$ cat src/rtl/game_pkg.sv
// Shared constants for the reaction-time game: clocking, debounce window
// and key polarity.
package game_pkg;
  localparam int unsigned CLK_HZ          = 50_000_000;
  localparam int unsigned DEBOUNCE_MS     = 10;
  localparam int unsigned N_KEYS          = 2;
  localparam int unsigned DEBOUNCE_CYCLES = CLK_HZ / 1000 * DEBOUNCE_MS;
  localparam logic        KEY_PRESSED     = 1'b1;
endpackage

$ cat src/rtl/key_debounce_ch.sv
// One button channel: 2-flop synchronizer, consecutive-sample debounce
// counter, debounced level and a combinational "press qualifies now" strobe.
module key_debounce_ch #(
  parameter int unsigned DEBOUNCE_CYCLES = game_pkg::DEBOUNCE_CYCLES
) (
  input  logic clk,
  input  logic rst,
  input  logic key_n,
  output logic state,
  output logic press
);
  import game_pkg::*;

  localparam int unsigned CW = $clog2(DEBOUNCE_CYCLES + 1);

  logic          s1;
  logic          s2;
  logic [CW-1:0] cnt;
  logic          flip;

  // Terminal count with a mismatch: the level is accepted on this edge.
  assign flip  = (s2 != state) && (cnt == CW'(DEBOUNCE_CYCLES - 1));
  assign press = flip && (s2 == KEY_PRESSED);

  always_ff @(posedge clk) begin
    if (rst) begin
      s1    <= 1'b0;
      s2    <= 1'b0;
      state <= 1'b0;
      cnt   <= '0;
    end else begin
      s1 <= ~key_n;
      s2 <= s1;
      if (s2 == state) begin
        cnt <= '0;
      end else if (flip) begin
        state <= s2;
        cnt   <= '0;
      end else begin
        cnt <= cnt + 1'b1;
      end
    end
  end
endmodule

$ cat src/rtl/key_conditioner.sv
// Button front end: per-key debounce channels plus registered press pulses.
// Define KEY_CHORD_REJECT_EN to suppress presses made while another key is
// held or qualifies in the same cycle.
module key_conditioner #(
  parameter int unsigned N_KEYS          = game_pkg::N_KEYS,
  parameter int unsigned DEBOUNCE_CYCLES = game_pkg::DEBOUNCE_CYCLES
) (
  input  logic              clk,
  input  logic              rst,
  input  logic [N_KEYS-1:0] key_n,
  output logic [N_KEYS-1:0] key_state,
  output logic [N_KEYS-1:0] key_edge
);
  import game_pkg::*;

  logic [N_KEYS-1:0] press;
  logic [N_KEYS-1:0] edge_block;

  for (genvar i = 0; i < N_KEYS; i++) begin : g_ch
    key_debounce_ch #(
      .DEBOUNCE_CYCLES(DEBOUNCE_CYCLES)
    ) u_ch (
      .clk   (clk),
      .rst   (rst),
      .key_n (key_n[i]),
      .state (key_state[i]),
      .press (press[i])
    );
  end

`ifdef KEY_CHORD_REJECT_EN
  // Any other key already down, or rising alongside, cancels this press.
  always_comb begin
    edge_block = '0;
    for (int unsigned i = 0; i < N_KEYS; i++) begin
      edge_block[i] = |((key_state | press) & ~(N_KEYS'(1) << i));
    end
  end
`else
  assign edge_block = '0;
`endif

  always_ff @(posedge clk) begin
    if (rst) begin
      key_edge <= '0;
    end else begin
      key_edge <= press & ~edge_block;
    end
  end
endmodule

$ cat config.mk
export PLATFORM = sky130hd
export DESIGN_NAME = key_conditioner
export DESIGN_NICKNAME = d
export VERILOG_FILES = /design/src/rtl/game_pkg.sv /design/src/rtl/key_debounce_ch.sv /design/src/rtl/key_conditioner.sv
export SDC_FILE = /design/constraint.sdc
export NUM_CORES = 1
export LEC_CHECK = 0
export CAP_MARGIN = 20
export CORE_UTILIZATION = 30
export DETAILED_ROUTE_END_ITERATION = 8
export PLACE_DENSITY = 0.43
export SLEW_MARGIN = 20
export SYNTH_ARGS = -nofsm -noshare
export SYNTH_HDL_FRONTEND = slang
export SYNTH_SLANG_ARGS = --single-unit
$ cat constraint.sdc
create_clock -name clk -period 3.1 [get_ports clk]
set_input_delay 0.62 -clock clk [delete_from_list [all_inputs] [get_ports clk]]
set_output_delay 0.62 -clock clk [all_outputs]
set_load 0.005 [all_outputs]
# == After elaboration in Yosys (flattened, before gate mapping) ==
# Cells that the tools add are included.
# op_classes
n_addsub,2
eq_ne,6
bitwise,4
n_reduce_logical,8
# ops
op,count
$add A19 B1 Y19 const B,2
$eq A19 B19 Y1 const B,2
$reduce_or A3 Y1,2
$logic_and A1 B1 Y1,4
$not A1 Y1,4
$reduce_and A2 Y1,2
$eq A1 B1 Y1,2
$ne A1 B1 Y1,2
# totals
register_bits,46
wordCells,29

# == Longest topological paths before layout ==
# Gate-level depths: netlist of run 1.
# depth
ltp_word,3
ltp_mapped,6
depth_no_buf,5

# == Modules after synthesis ==
# Synthesis of run 1 repeated with hierarchy kept, for this count alone.
# hier_totals
hier_cells,231
area_unflattened_um2,2038.2
# by_module_without_submodules
module,instances,cells_per_inst,area_per_inst_um2
key_debounce_ch (g_ch[0].u_ch),1,116,1018.5
key_debounce_ch (g_ch[1].u_ch),1,111,967.2
key_conditioner,1,4,52.6

# == Worst setup path after synthesis of run 1 ==
# No wires, ideal clock.
# synth_timing
path_kind,flip-flop to flip-flop
from,reg g_ch[0].u_ch.cnt[12]
to,reg g_ch[0].u_ch.cnt[12]
setup_time_ns,0.115
arrival_time_ns,1.672
t_required_ns,2.985
setup_slack_ns,1.313
stages_incl_launch_ff,5
path_buffers,1
cell_sequence,dfxtp_1 or4_4 o41ai_4 buf_6 nor2_1
# synth_via
elab_chain_cells,3
# synth_lines
item,line_no,text
"start, declared",key_debounce_ch.sv:18,logic [CW-1:0] cnt;
"start signal, assigned",key_debounce_ch.sv:40,cnt <= cnt + 1'b1;
branches (longest 3 deep; another with $add A19 B1 Y19),-,
# Several ways; the timed one is not identified.
# A chain may end at the register's enable or synchronous reset.

# == Final worst setup path of run 1 ==
# layout_timing
from,reg g_ch[1].u_ch.cnt[0]
to,reg g_ch[1].u_ch.cnt[16]
# layout_via
elab_chain_cells,3
# layout_lines
item,line_no
"start, declared",key_debounce_ch.sv:18
"start signal, assigned",key_debounce_ch.sv:40
branches (longest 3 deep; another with $add A19 B1 Y19),-
# Several ways; the timed one is not identified.

==> results of run 1 <==
-- cell families (layout without fill, tap and decap cells) --
| family | count (synthesis) | count (layout) | synth area share, % |
|---|---|---|---|
| AND/OR/NAND/NOR | 115 | 115 | 30.4 |
| XOR/XNOR | 29 | 29 | 12.6 |
| multiplexers | 1 | 1 | 0.498 |
| adder cells (fa/ha/maj) | 2 | 2 | 1.25 |
| flip-flops | 46 | 46 | 45.8 |
| buffers and inverters | 13 | 23 | 3.30 |
| AO/OA/AOI/OAI | 18 | 18 | 6.10 |
-- stage by stage --
step	hold WS [ns]	utilization [%]	area, um^2
after floorplan	0.414	-	2010
after global placement	0.418	33.4	2150
after detailed placement	0.428	33.4	2150
after CTS	0.446	35.1	2250
after global routing	0.464	35.1	2250
final	0.442	35.1	2250
-- routing by layer --
layer,vias up,share of wire (%)
met4,0,1.3
met2,10,46
li1,811,-
met5,-,0
met3,5,2.4
met1,697,50
-- worst max-delay path, stage by stage, from the launching register on --
cell     delay [ns]
dfxtp_1        0.39
ha_1           0.23
nand3_1        0.23
or4_1          0.64
or3_1          0.33
a21oi_1        0.14
-- flip-flops by register name (all words and copies together) (netlist names) --
register	flops
g_ch.u_ch.s1	2
g_ch.u_ch.state	2
g_ch.u_ch.cnt	38
g_ch.u_ch.s2	2
key_edge	2
-- area by class of cell --
class	count	area, um^2	share of cell area, %
tap	77	96.3	4.28
sequential	46	921	40.9
clock inverter	1	30.0	1.33
multi-input combinational	165	1020	45.4
timing repair buffer	9	85.1	3.78
clock buffer	7	76.3	3.39
inverter	6	22.5	0.999
-- cell usage in the layout (no fill, tap or decap), drive strengths merged, types with 3 or more instances in the layout --
| master | n |
|---|---|
| dfxtp | 46 |
| nor2 | 38 |
| xnor2 | 20 |
| nand3 | 14 |
| nand4 | 13 |
| xor2 | 9 |
| nor4 | 9 |
| nand2 | 8 |
| a21oi | 7 |
| clkdlybuf4s50 | 7 |
| o21ai | 7 |
| clkbuf | 7 |
| inv | 6 |
| or3 | 5 |
| nor3 | 5 |
| or4 | 5 |
| and3 | 4 |
| nor2b | 3 |
-- final timing paths --
path | startpoint | endpoint | slack, ns | cells past startpoint
hold reg to reg | g_ch[1].u_ch.s1$_SDFF_PP0_ | g_ch[1].u_ch.s2$_SDFF_PP0_ | 0.44 | 1
hold / removal | g_ch[1].u_ch.s1$_SDFF_PP0_ | g_ch[1].u_ch.s2$_SDFF_PP0_ | 0.44 | 1
setup / recovery | g_ch[1].u_ch.cnt[0]$_SDFF_PP0_ | g_ch[1].u_ch.cnt[16]$_SDFF_PP0_ | 1.08 | 5
setup reg to reg | g_ch[1].u_ch.cnt[0]$_SDFF_PP0_ | g_ch[1].u_ch.cnt[16]$_SDFF_PP0_ | 1.08 | 5
-- where the power goes --
group,switching [W],total [W],leakage (nW),internal [W]
Clock,0.000198,0.000440,0.0524,0.000242
Sequential,0.00000170,0.000595,0.371,0.000593
Combinational,0.00000824,0.0000156,0.207,0.00000736
Total,0.000208,0.00105,0.630,0.000842
==> impl_metrics.ini, run 1 <==
[sta]
max_slew.worst_pin.slew_ns = 0.580
rsz0062_at_grt = no
fin_setup_tns_ns = 0
setup_viol = 0
hold_viol = 0
drv_slew = 0
layout_setup_ws_ns = 1.08
final.period_utilization_pct = 65.3
fin_skew_ns = 0.00777
maxSlewHeadroom_pct = 61.0
layout_min_cycle_time_ns = 2.02
clock.fmax_ghz = 0.494

[floorplanning]
fp.coreArea_um2 = 6420
pin_count = 8
die-height_um = 83.8
start_util_pct = 31.3
row_count = 29
die_w_um = 83.8
die_area_um2 = 7030

[placement]
port_buffers = 7
dp_slack_ns = 1.06
place_congestion = 0.675
place_hpwl_um = 2650
place_inst = 303

[global_routing]
track_usage_pct = 12.1
met3_usage_pct = 2.97
grt_overflow_total = 0
use_met2_pct = 20.2
grt_antenna_before_repair = 0
grt_first_pass_wirelength_um = 6840
grt_util_met1_pct = 14.9
busiest_layer = met2
grt_pass1_vias = 1488
grt_max_degree = 20

[detailed_routing]
final_antenna_net_count = 0
routedWlPerCell_um = 12.3
first_pass_iters = 6
routed_via_density = 4.90
drt-total-wl_um = 3820
drt_iter0_markers = 59
vias = 1523
drc_errors = 4

[flow_run]
cap_violations = 0

[critical_path]
cp-start-kind = register
crit_type = register to register
cp.required_ns = 3.33
end_kind = register
worstPathMaxFanout = 6
arrival_ns = 2.25

[yosys]
yosys_warnings = 0
synth_edf_count = 0
syn_inst = 224
synth_area_leaders = dfxtp_1 46%, xnor2_1 8.7%, nor2_1 7.1%, nand4_1 4.0%, xor2_1 3.9%
synth_cell_types = 38
synth_common_cells = 46 x dfxtp_1, 38 x nor2_1, 20 x xnor2_1
yosys.area.top_type = dfxtp_1
ys_seq_area_share_pct = 45.8
ys_seq_elements = 46
synthArstFlopShare_pct = 0
avgSynthCellArea_um2 = 8.97
synth_nets = 230
synth_most_common_cell = dfxtp_1
netlist_area_um2 = 2010
synth_ff_type = dfxtp_1
yosysTopAreaCellShare_pct = 45.8

[finish]
antennaDiodeCount = 0
drive_above_1_share_pct = 5.56
syn_to_final_growth_pct = 12.1
fin_cells = 311
nFillCells = 696
nets = 239

[clock_tree]
numCtsBuffers = 5
clock-sinks = 46
cts_htree_levels = 2
post_cts.repair.setup_buffers = 0
cts_root_buf = clkbuf_8
cts.clk_slew.worst_paths_ns = 0.09
cts_tree = built
clockBufferDepth = 2
holdBufCountCts = 0
post_cts_resized = 0
clock_latency_ns = 0.29

[power_and_ir_drop]
power_density_nw_per_um2 = 466
p_leak_nw = 0.630
total_power_w = 0.00105
ir_worst_vdd_uv = 182

[outcome]
status = finished with violations
violations = DRC

[worst_hold_path]
hold_class = register to register
No activity file was read; power rests on OpenSTA's default activity.
==> run 2: changes to the inputs <==
--- a/config.mk
+++ b/config.mk
@@ -8,7 +8,7 @@
 export CAP_MARGIN = 20
 export CORE_UTILIZATION = 30
 export DETAILED_ROUTE_END_ITERATION = 8
-export PLACE_DENSITY = 0.43
+export PLACE_DENSITY = 0.45
 export SLEW_MARGIN = 20
 export SYNTH_ARGS = -nofsm -noshare
 export SYNTH_HDL_FRONTEND = slang
==> constraint.sdc (replaced) <==
create_clock -name clk -period 1.85 [get_ports clk]
set_input_delay 0.37 -clock clk [delete_from_list [all_inputs] [get_ports clk]]
set_output_delay 0.37 -clock clk [all_outputs]
set_load 0.005 [all_outputs]
==> run 2 against run 1 <==
  * The flow still finishes with violations (DRC)
  * Flip-flop and latch count unchanged
  * Register-to-register slack got worse by 0.96 ns
  * Maximum frequency increased by 17%
  * Largest cell class unchanged
  * Die area unchanged
  * Global-route usage increased by 0.59 points
  * Clock skew decreased by 0.0012 ns
  * Worst setup slack got worse by 0.96 ns
  * Combinational power increased by 83%
  * Core utilization increased by 2.4 points
==> impl_metrics.ini, run 2 (same netlist as run 1, synthesis figures left out) <==
[critical_path]
reg2reg_to = g_ch[1].u_ch.cnt[18]$_SDFF_PP0_
rr_worst_depth = 5
crit-reg2reg-launch = g_ch[1].u_ch.cnt[0]$_SDFF_PP0_
worstPathMaxFanout = 4
arrival_ns = 1.97
end_kind = register
cp.required_ns = 2.09
r2r_slack_ns = 0.11
cp-start-kind = register
crit_type = register to register

[detailed_routing]
routed_via_density = 4.79
drt-total-wl_um = 3940
final_antenna_net_count = 0
drc_errors = 6
first_pass_iters = 6
vias = 1577
drt_iter0_markers = 83
routedWlPerCell_um = 12.0

[worst_hold_path]
hold_class = register to register
holdPathStages = 1
min_to = g_ch[0].u_ch.s2$_SDFF_PP0_
worstHoldStart = g_ch[0].u_ch.s1$_SDFF_PP0_

[finish]
nFillCells = 669
largest_register_ffs = 38
final_common_cell = dfxtp_1
regMostFlops = g_ch.u_ch.cnt
utilization_pct = 37.4
antennaDiodeCount = 0
fin_cells = 329
final_cell_mix = 44 x dfxtp_1, 38 x nor2_1, 20 x xnor2_1, 20 x buf_4
drive_above_1_share_pct = 15.1
syn_to_final_growth_pct = 19.7
nets = 257

[global_routing]
grt_util_met1_pct = 17.0
grt_overflow_total = 0
grt_antenna_before_repair = 0
grt_max_degree = 19
busiest_layer = met2
grt_pass1_vias = 1538
use_met2_pct = 19.2
met3_usage_pct = 3.36
track_usage_pct = 12.6
grt_first_pass_wirelength_um = 7130

[sta]
clock.fmax_ghz = 0.576
drv_slew = 0
final.period_utilization_pct = 93.8
fin_setup_tns_ns = 0
max_slew.worst_pin.slew_ns = 0.417
maxSlewHeadroom_pct = 71.8
fin_skew_ns = 0.00658
hold_viol = 0
setup_viol = 0
layout_min_cycle_time_ns = 1.74

[placement]
port_buffers = 7
place_hpwl_um = 2860
place_congestion = 0.720
place_inst = 321

[clock_tree]
clock_latency_ns = 0.29
post_cts.repair.setup_buffers = 0
cts.clk_slew.worst_paths_ns = 0.09
post_cts_resized = 0
numCtsBuffers = 5
cts_tree = built
clockBufferDepth = 2
clock-sinks = 46
cts_htree_levels = 2
holdBufCountCts = 0
cts_root_buf = clkbuf_8

[floorplanning]
row_count = 29
start_util_pct = 31.3
fp.coreArea_um2 = 6420
pin_count = 8
die-height_um = 83.8
die_area_um2 = 7030
die_w_um = 83.8

[power_and_ir_drop]
p_leak_nw = 0.725
ir_worst_vdd_uv = 282
total_power_w = 0.00174
power_density_nw_per_um2 = 722

[flow_run]
cap_violations = 0

[outcome]
violations = DRC
status = finished with violations
[run 2: metal layers]
metal	vias to the layer above	wire [um]
li1	838	-
met1	725	2070
met2	12	1740
met3	2	96
met4	0	30
met5	-	0
[run 2: through the flow]
stage	hold slack (ns)	setup slack (ns)	area (um^2)
6_report	0.439	0.114	2400
5_1_grt	0.469	-0.00340	2400
4_1_cts	0.446	0.0521	2390
3_5_place_dp	0.429	0.0742	2280
3_3_place_gp	0.419	0.121	2280
2_1_floorplan	0.414	0.0633	2010
[run 2: power by group]
group	internal, W	switching (W)
logic	0.0000144	0.0000141
registers	0.000994	0.00000292
clock network	0.000378	0.000332
total	0.00139	0.000349
[run 2: final cells by class]
| cell class | instances | area [um^2] | area share (%) |
|---|---|---|---|
| sequential | 46 | 923 | 38.4 |
| multi-input combinational | 165 | 1030 | 42.9 |
| tap | 77 | 96.3 | 4.01 |
| clock buffer | 8 | 110 | 4.58 |
| inverter | 6 | 22.5 | 0.937 |
| timing repair buffer | 27 | 220 | 9.16 |
[run 2: worst max-delay path by stage]
| stage | startpoint | endpoint | slack (ns) |
|---|---|---|---|
| floorplan | g_ch[0].u_ch.cnt[12]$_SDFF_PP0_ | g_ch[0].u_ch.cnt[16]$_SDFF_PP0_ | 0.06 |
| detailed placement | g_ch[1].u_ch.cnt[0]$_SDFF_PP0_ | g_ch[1].u_ch.cnt[16]$_SDFF_PP0_ | 0.07 |
| CTS | g_ch[1].u_ch.cnt[0]$_SDFF_PP0_ | g_ch[1].u_ch.cnt[16]$_SDFF_PP0_ | 0.05 |
| global placement | g_ch[1].u_ch.cnt[0]$_SDFF_PP0_ | g_ch[1].u_ch.cnt[18]$_SDFF_PP0_ | 0.12 |
| finish | g_ch[1].u_ch.cnt[0]$_SDFF_PP0_ | g_ch[1].u_ch.cnt[18]$_SDFF_PP0_ | 0.11 |
| global route | g_ch[1].u_ch.cnt[0]$_SDFF_PP0_ | g_ch[1].u_ch.cnt[16]$_SDFF_PP0_ | -0.003 |
[run 2: worst max-delay path, cell delays in order, from the launching register on]
cell and delay (ns):
dfxtp_2 0.36, ha_2 0.20, nand3_1 0.10, or4_4 0.56, or3_1 0.33, a21oi_2 0.13
==> run 3: changes to the inputs <==
--- a/config.mk
+++ b/config.mk
@@ -8,6 +8,7 @@
 export CAP_MARGIN = 20
 export CORE_UTILIZATION = 30
 export DETAILED_ROUTE_END_ITERATION = 8
+export HOLD_SLACK_MARGIN = 0.03
 export PLACE_DENSITY = 0.45
 export SLEW_MARGIN = 20
 export SYNTH_ARGS = -nofsm -noshare
==> results of run 3 <==
No change in the layout: final DEF, timing and power equal those of run 2.
